`config.mk`:
```
export PLATFORM = sky130hd
export DESIGN_NAME = data_stack
export DESIGN_NICKNAME = d
export VERILOG_FILES = /design/src/rtl/data_stack_pkg.sv /design/src/rtl/stack_mem.sv /design/src/rtl/data_stack.sv
export SDC_FILE = /design/constraint.sdc
export NUM_CORES = 1
export LEC_CHECK = 0
export CAP_MARGIN = 20
export CORE_ASPECT_RATIO = 1.25
export CORE_MARGIN = 5
export CORE_UTILIZATION = 32
export DETAILED_ROUTE_END_ITERATION = 10
export PLACE_DENSITY = 0.5
export SLEW_MARGIN = 15
export SYNTH_ARGS = -nofsm -noshare
export SYNTH_HDL_FRONTEND = slang
export SYNTH_SLANG_ARGS = --single-unit
```
`constraint.sdc`:
```
create_clock -name clk -period 2.83 [get_ports clk]
set_input_delay 0.566 -clock clk [delete_from_list [all_inputs] [get_ports clk]]
set_output_delay 0.566 -clock clk [all_outputs]
set_load 0.01 [all_outputs]
```
`src/rtl/data_stack_pkg.sv`:
```
// Shared opcode definitions and command decode for the data stack and the instruction decoder.
// decode_op() states, for each opcode, how it moves the stack and how deep the stack must be.
package data_stack_pkg;

    localparam int OP_W = 3;

    typedef enum logic [OP_W-1:0] {
        OP_NOP  = 3'b000,
        OP_PUSH = 3'b001,
        OP_DROP = 3'b010,
        OP_BIN  = 3'b011,
        OP_UNA  = 3'b100,
        OP_SWAP = 3'b101,
        OP_DUP  = 3'b110,
        OP_OVER = 3'b111
    } op_e;

    typedef struct packed {
        logic       grow;       // adds one element
        logic       shrink;     // removes one element
        logic [1:0] min_depth;  // elements that must already be present
    } op_dec_t;

    function automatic op_dec_t decode_op(input op_e op);
        op_dec_t d;
        d = '0;
        case (op)
            OP_PUSH: begin
                d.grow      = 1'b1;
                d.min_depth = 2'd0;
            end
            OP_DROP: begin
                d.shrink    = 1'b1;
                d.min_depth = 2'd1;
            end
            OP_BIN: begin
                d.shrink    = 1'b1;
                d.min_depth = 2'd2;
            end
            OP_UNA:  d.min_depth = 2'd1;
            OP_SWAP: d.min_depth = 2'd2;
            OP_DUP: begin
                d.grow      = 1'b1;
                d.min_depth = 2'd1;
            end
            OP_OVER: begin
                d.grow      = 1'b1;
                d.min_depth = 2'd2;
            end
            default: d = '0;
        endcase
        return d;
    endfunction

endpackage

```
`src/rtl/stack_mem.sv`:
```
// Register array holding the stack cells below Y.
// The write lands on the rising clock edge; the read port is purely combinational.
module stack_mem #(
    parameter int DATA_WIDTH = 16,
    parameter int MEM_DEPTH  = 16,
    localparam int ADDR_W    = (MEM_DEPTH > 1) ? $clog2(MEM_DEPTH) : 1
) (
    input  logic                  i_clk,
    input  logic                  i_we,
    input  logic [ADDR_W-1:0]     i_waddr,
    input  logic [DATA_WIDTH-1:0] i_wdata,
    input  logic [ADDR_W-1:0]     i_raddr,
    output logic [DATA_WIDTH-1:0] o_rdata
);

    // No reset: nothing below Y is read until it has been written.
    logic [DATA_WIDTH-1:0] r_mem [MEM_DEPTH];

    always_ff @(posedge i_clk) begin
        if (i_we) begin
            r_mem[i_waddr] <= i_wdata;
        end
    end

    assign o_rdata = r_mem[i_raddr];

endmodule

```
`src/rtl/data_stack.sv`:
```
// Stack with T and Y in registers and deeper cells in stack_mem.
// Every accepted command completes in one clock. Illegal commands change nothing and set a sticky flag.
module data_stack
    import data_stack_pkg::*;
#(
    parameter int DATA_WIDTH = 16,
    parameter int MEM_DEPTH  = 16
) (
    input  logic                             clk,
    input  logic                             rst_n,
    input  logic [OP_W-1:0]                  op,
    input  logic                             op_valid,
    input  logic [DATA_WIDTH-1:0]            din,
    input  logic [DATA_WIDTH-1:0]            result,
    input  logic                             err_clr,
    output logic [DATA_WIDTH-1:0]            T,
    output logic [DATA_WIDTH-1:0]            Y,
    output logic [$clog2(MEM_DEPTH+3)-1:0]   depth,
    output logic                             empty,
    output logic                             full,
    output logic                             ovf,
    output logic                             unf
);

    localparam int CAP     = MEM_DEPTH + 2;
    localparam int DEPTH_W = $clog2(CAP + 1);
    localparam int PTR_W   = $clog2(MEM_DEPTH + 1);
    localparam int ADDR_W  = (MEM_DEPTH > 1) ? $clog2(MEM_DEPTH) : 1;

    logic [DATA_WIDTH-1:0] r_t;
    logic [DATA_WIDTH-1:0] r_y;
    logic [DEPTH_W-1:0]    r_depth;
    logic [PTR_W-1:0]      r_ptr;
    logic                  r_ovf;
    logic                  r_unf;

    op_e                   w_op;
    op_dec_t               w_dec;
    logic                  w_cmd;
    logic                  w_ovf_evt;
    logic                  w_unf_evt;
    logic                  w_exec;
    logic                  w_ge2;
    logic                  w_has_mem;
    logic [DATA_WIDTH-1:0] w_mem_rdata;
    logic [DATA_WIDTH-1:0] w_mem_top;
    logic                  w_mem_we;
    logic [DATA_WIDTH-1:0] w_t_nxt;
    logic [DATA_WIDTH-1:0] w_y_nxt;
    logic [DEPTH_W-1:0]    w_depth_nxt;
    logic [PTR_W-1:0]      w_ptr_nxt;

    // op_valid qualifies op for the single edge on which it is high. There is no ready:
    // every command is taken that edge, and one that would break the stack only raises ovf/unf.
    assign w_op  = op_e'(op);
    assign w_dec = decode_op(w_op);
    assign w_cmd = op_valid && (w_op != OP_NOP);

    assign w_ovf_evt = w_cmd && w_dec.grow && (r_depth == DEPTH_W'(CAP));
    assign w_unf_evt = w_cmd && (r_depth < DEPTH_W'(w_dec.min_depth));
    assign w_exec    = w_cmd && !w_ovf_evt && !w_unf_evt;

    // r_ptr counts the cells spilled to memory (depth-2); memory top sits at r_ptr-1.
    assign w_ge2     = (r_depth >= DEPTH_W'(2));
    assign w_has_mem = (r_ptr != '0);
    assign w_mem_top = w_has_mem ? w_mem_rdata : '0;

    always_comb begin
        w_t_nxt     = r_t;
        w_y_nxt     = r_y;
        w_depth_nxt = r_depth;
        w_ptr_nxt   = r_ptr;
        w_mem_we    = 1'b0;
        if (w_exec) begin
            case (w_op)
                OP_PUSH: begin
                    w_t_nxt = din;
                    w_y_nxt = r_t;
                end
                OP_DROP: begin
                    w_t_nxt = r_y;
                    w_y_nxt = w_mem_top;
                end
                OP_BIN: begin
                    w_t_nxt = result;
                    w_y_nxt = w_mem_top;
                end
                OP_UNA: w_t_nxt = result;
                OP_SWAP, OP_OVER: begin
                    w_t_nxt = r_y;
                    w_y_nxt = r_t;
                end
                OP_DUP: w_y_nxt = r_t;
                default: ;
            endcase
            if (w_dec.grow) begin
                w_depth_nxt = r_depth + DEPTH_W'(1);
                if (w_ge2) begin
                    w_mem_we  = 1'b1;
                    w_ptr_nxt = r_ptr + PTR_W'(1);
                end
            end
            if (w_dec.shrink) begin
                w_depth_nxt = r_depth - DEPTH_W'(1);
                if (w_has_mem) begin
                    w_ptr_nxt = r_ptr - PTR_W'(1);
                end
            end
        end
    end

    stack_mem #(
        .DATA_WIDTH(DATA_WIDTH),
        .MEM_DEPTH (MEM_DEPTH)
    ) u_stack_mem (
        .i_clk  (clk),
        .i_we   (w_mem_we),
        .i_waddr(ADDR_W'(r_ptr)),
        .i_wdata(r_y),
        .i_raddr(ADDR_W'(r_ptr - PTR_W'(1))),
        .o_rdata(w_mem_rdata)
    );

    always_ff @(posedge clk or negedge rst_n) begin
        if (!rst_n) begin
            r_t <= '0;
            r_y <= '0;
        end else begin
            r_t <= w_t_nxt;
            r_y <= w_y_nxt;
        end
    end

    always_ff @(posedge clk or negedge rst_n) begin
        if (!rst_n) begin
            r_depth <= '0;
            r_ptr   <= '0;
        end else begin
            r_depth <= w_depth_nxt;
            r_ptr   <= w_ptr_nxt;
        end
    end

    // A new error on the same edge as err_clr keeps its flag set.
    always_ff @(posedge clk or negedge rst_n) begin
        if (!rst_n) begin
            r_ovf <= 1'b0;
            r_unf <= 1'b0;
        end else begin
            r_ovf <= w_ovf_evt || (r_ovf && !err_clr);
            r_unf <= w_unf_evt || (r_unf && !err_clr);
        end
    end

    assign T     = r_t;
    assign Y     = r_y;
    assign depth = r_depth;
    assign empty = (r_depth == '0);
    assign full  = (r_depth == DEPTH_W'(CAP));
    assign ovf   = r_ovf;
    assign unf   = r_unf;

endmodule

```
# == After elaboration in Yosys (flattened, before gate mapping) ==
# Memory sizes are Yosys's and may differ from the RTL's.
# Cells that the tools add are included.
# Widths: inputs -> output; s select.
# totals
ff_bits,44
latch_bits,0
ram_bits,256
mem_bits_ro,0
in_bits,39
output_inout_bits,41
wordCells,67
n_memories,1
# mem_list
name,words,word_bits,rd,rd_ports_with_merged_regs,wr,line,source
u_stack_mem.r_mem,16,16,1,0,1,stack_mem.sv:17,logic [DATA_WIDTH-1:0] r_mem [MEM_DEPTH];
# classes
addsub,4
mul,0
div,0
order_cmp,2
eq_ne,8
shifts,0
mux,17
n_bitwise,0
n_reduce_logical,29
# ops
cell,count
$pmux 16 s3,1
$pmux 16 s2,1
$mux 5,6
$mux 16,1
$eq 3x3->1 const B,4
$reduce_or 3->1,4
$add 5x1->5 const B,2
$sub 5x1->5 const B,2
$logic_and 1x1->1,8
$mux 1,7
$eq 3x2->1 const B,2
$reduce_and 2->1,3
$reduce_bool 3->1,2
$eq 5x5->1 const B,1
$ge 5x2->1 const B,1
$logic_not 5->1,1
$lt 5x2->1,1
$reduce_bool 5->1,1
$pmux 2 s2,1
$reduce_bool 2->1,2
$reduce_or 2->1,2
$reduce_or 4->1,1
$eq 3x1->1 const B,1
$logic_not 1->1,3
$logic_or 1x1->1,2

# == Depth between registers and ports, before layout ==
# depth
ltp_word,11
depth_mapped,12
mapped_depth_nobuf,9

# == Hierarchy ==
# A second synthesis with hierarchy kept.
# unflattened
hier_cells,715
hier_area_um2,12808.5
# by_module_without_submodules
mod,instances,cells_per_inst,area_per_inst_um2,seq_area_each_um2
stack_mem,1,416,9723.1,7687.4
data_stack,1,299,3085.5,1101.1

# == Worst setup path after synthesis ==
# OpenSTA, ideal clock, no wires.
# synth_timing
kind,input to register
startpoint,input op[0]
endpoint,memory u_stack_mem.r_mem[0][0] (enable)
arrival_time_ns,3.250
t_required_ns,2.421
path_slack_ns,-0.829
cell_stages,10
n_path_buf,3
cell_sequence,clkbuf_1 > clkbuf_1 > nand2_1 > ha_1 > o31ai_2 > a21oi_1 > and3_1 > buf_2 > nand2_1 > nor3_1
# synth_between
elab_chain_len,11
# synth_rtl
item,line,source
from (decl),data_stack.sv:11,"input logic [OP_W-1:0] op,"
"parallel branches: the longest is 8 deep, another holds $lt 5x2->1",n/a,
$mux 1 (*),data_stack.sv:74,if (w_exec) begin
$mux 1 (*),stack_mem.sv:20,if (i_we) begin
$mux 1 (not written as such) (*),stack_mem.sv:21,r_mem[i_waddr] <= i_wdata;
to (decl),stack_mem.sv:17,
# Mark *: on every way between the ends.

# == Final worst setup path ==
# layout_timing
startpoint,register r_ptr[0]
endpoint,"register r_y[15], in the netlist Y[15]"
# layout_between
elab_chain_len,4
# layout_rtl
item,line,source
from (decl),data_stack.sv:33,logic [PTR_W-1:0] r_ptr;
from (signal assigned),data_stack.sv:140,r_ptr <= w_ptr_nxt;
$sub 5x1->5,data_stack.sv:120,".i_raddr(ADDR_W'(r_ptr - PTR_W'(1))),"
$mem_v2 16x16,n/a,
$mux 16 (*),data_stack.sv:66,assign w_mem_top = w_has_mem ? w_mem_rdata : '0;
$pmux 16 s2 (*),data_stack.sv:75,case (w_op)
to (signal assigned),data_stack.sv:130,r_y <= w_y_nxt;
to (decl),data_stack.sv:31,logic [DATA_WIDTH-1:0] r_y;
# Mark *: on every way between the ends. The rest lies on a longest branch, timed or not.
# A chain may end at the register's enable or synchronous reset.

==> run_results.csv <==
group,metric,value,unit
clock_tree,cts.sinks,300,
floorplan,die_x,188.6,µm
clock_tree,clkLatencyLatePin,0.56,ns
power,max-vdd-ir-drop,0.5711,mV
synth,ys_ff_latch,300,
route,drc,0,
sta,period_share,96.06,%
flow_run,maxCapViolations,0,
sta,skew,0.01773,ns
finish,fin_nets,1112,
sta,holdWs,0.4854,ns
clock_tree,h-tree-depth,1,
synth,synth-edff-count,256,
sta,finalSetupTns,0,ns
global_route,grtUsageTotal,16.05,%
floorplan,rows,81,
placement,dpl.cell_count,1525,
clock_tree,numCtsBuffers,31,
synth,yosys.area.top_type,"edfxtp_1",
synth,syn_inst,897,
setup_path,critPathCaptureType,"flop",
synth,syn_area_per_cell,14.22,µm²
sta,slew_headroom,25.92,%
sta,hold_viol,0,
clock_tree,cts_tree,"done",
finish,postLayoutCoreUtil,41.09,%
setup_path,crit_fanout,25,
setup_path,cp.required,3.29,ns
placement,io_buffers,79,
global_route,grt_max_degree,39,
setup_path,crit_path_start_kind,"flop",
synth,synth_most_common_cell,"edfxtp_1",
finish,n_antenna_cell,0,
floorplan,start_util,32.44,%
finish,area_growth,26.68,%
synth,synth_top_area_share,60.27,%
sta,finalWorstSetupSlack,0.1116,ns
sta,layout_min_cycle_time,2.718,ns
route,vias,8171,
floorplan,die_y,233.2,µm
min_path,hold_path.class,"flop to flop",
global_route,overflow,0,
synth,synth.distinct_cells,52,
synth,ys.warnings.count,0,
route,drt_iter0_markers,525,
synth,synth_common_cells,"edfxtp_1, nand2_1, a21oi_1",
placement,pre_cts_slack,-0.2381,ns
placement,hpwl,24470,µm
synth,ys_seq_area_share,68.90,%
clock_tree,path_clk_slew,0.07,ns
floorplan,core,39320,µm²
sta,tightest_slew,1.107,ns
setup_path,reg2reg_slack,0.11,ns
global_route,grt_pass1_vias,8449,
global_route,grt_pass1_wl,53650,µm
clock_tree,cts_setup_buffers,0,
finish,layout-drive-gt1-share,22.45,%
power,power_density,1132,nW/µm²
setup_path,cp.arrival,3.18,ns
clock_tree,clockRootBuffer,"clkbuf_16",
route,drt-total-wl,36190,µm
sta,drv_slew,0,
sta,setup_viol_count_final,0,
outcome,status,"complete, no violations",
synth,synth_area_leaders,"edfxtp_1, dfrtp_1, mux4_2, nand2_1, a21oi_1",
synth,synthesis.nets,946,
route,viasPerCell,5.155,
route,wire_per_inst,22.83,µm
global_route,antenna_found_initial,0,
synth,syn_area,12750,µm²
placement,gp_congestion,0.8078,
synth,async_flop_share,14.67,%
route,first_pass_iters,4,
sta,max_freq,367.9,MHz
floorplan,dieArea,43980,µm²
power,leakagePower,0.005732,µW
synth,synth_ff_type,"edfxtp_1",
sta,grt_setup_unrepaired,"no",
clock_tree,cts_buffer_depth,3,
finish,fillers,3656,
finish,fin_cells,1585,
route,antenna_left,0,
setup_path,critPathKind,"flop to flop",
floorplan,boundaryPins,80,
cell families after synthesis:
| logic type | synth area share (%) |
|---|---|
| DFF | 68.90 |
| buffers and inverters | 2.188 |
| muxes | 9.672 |
| adders and majority gates | 1.040 |
| and+or+nand+nor | 10.06 |
| xor gates and xnor gates | 0.8732 |
| AOI/OAI and AO/OA | 7.259 |
power by group:
| part | internal [µW] | total (µW) | switching [µW] | leakage (µW) |
|---|---|---|---|---|
| clock network | 2470 | 4170 | 1700 | 0.000498 |
| logic | 3200 | 7850 | 4640 | 0.00243 |
| registers | 5770 | 6280 | 510 | 0.00281 |
| total | 11400 | 18300 | 6850 | 0.00573 |
repair_timing:
item / in CTS / in global routing
hold buffers: 1 / 0
gates cloned: 0 / 1
endpoints found under the hold margin: 2 / 0
pin swaps: 0 / 1
gates resized for setup: 3 / 4
endpoints found under the setup margin: 1 / 7
routing by layer:
layer  part of all wire, %  track usage [%]  vias to the layer above
met2                    53            29.61                      165
met1                    42            20.08                     4221
met4                   2.3            4.396                        0
met5                     0                0                        -
li1                      -                -                     3741
met3                   2.9            1.674                       44
critical path, cell delays in order, from the launching register on:
cell and delay (ns):
dfrtp_2 0.40, inv_1 0.16, ha_2 0.37, buf_4 0.21
xor2_4 0.16, buf_12 0.20, buf_4 0.21, buf_4 0.22
nand2_1 0.07, a21oi_1 0.33, a21oi_1 0.08, a31oi_1 0.21
cells in the final DEF, fill, tap and decap left out, types with 3 or more instances in the layout:
cell,instances
a21o_1,3
a21oi_1,56
a22o_1,16
a22oi_1,17
a31oi_1,28
and3_1,16
buf_12,20
buf_4,84
bufinv_16,5
clkbuf_1,7
clkbuf_16,31
clkdlybuf4s50_1,77
clkinv_1,3
clkinv_2,6
clkinvlp_4,3
dfrtp_1,41
dfrtp_2,3
edfxtp_1,256
ha_1,7
inv_1,5
mux2_2,8
mux2_4,10
mux2i_1,16
mux4_2,37
nand2_1,157
nand3_1,28
nand4_1,16
nor2_1,42
nor2_2,9
nor2_4,4
nor2b_1,3
nor3_4,4
o21ai_0,19
xnor2_1,7
path summary, 6_finish.rpt:
kind                          start  depth (start not counted)  endpoint
hold reg to reg            r_ptr[4]                          1  r_ptr[4]
max in group asynchronous     rst_n                          3     T[10]
hold / removal             r_ptr[4]                          1  r_ptr[4]
min in group asynchronous     rst_n                          2       ovf
setup reg to reg           r_ptr[0]                         11     Y[15]
setup / recovery           r_ptr[0]                         11     Y[15]
through the flow:
| step | total power (µW) | cell area, µm² |
|---|---|---|
| 6_report | 18300 | 16160 |
| 5_1_grt | 19260 | 16160 |
| 4_1_cts | 18440 | 16120 |
| 3_5_place_dp | 14250 | 15070 |
| 3_3_place_gp | 14230 | 15070 |
| 2_1_floorplan | 10450 | 12850 |
flip-flops by register name, indices dropped and copies added (netlist names):
register	cells
u_stack_mem.r_mem	256
depth	5
Y	16
r_ptr	5
ovf	1
unf	1
T	16
cell type report:
type / instances / area, µm² / area share [%]
Clock buffer: 38 / 802.0 / 4.964
Clock inverter: 19 / 231.5 / 1.433
Inverter: 7 / 26.28 / 0.1626
Multi-Input combinational cell: 538 / 3842 / 23.78
Sequential cell: 300 / 8792 / 54.41
Tap cell: 498 / 623.1 / 3.856
Timing Repair Buffer: 185 / 1841 / 11.39
Power figures use the tool's default switching activity.
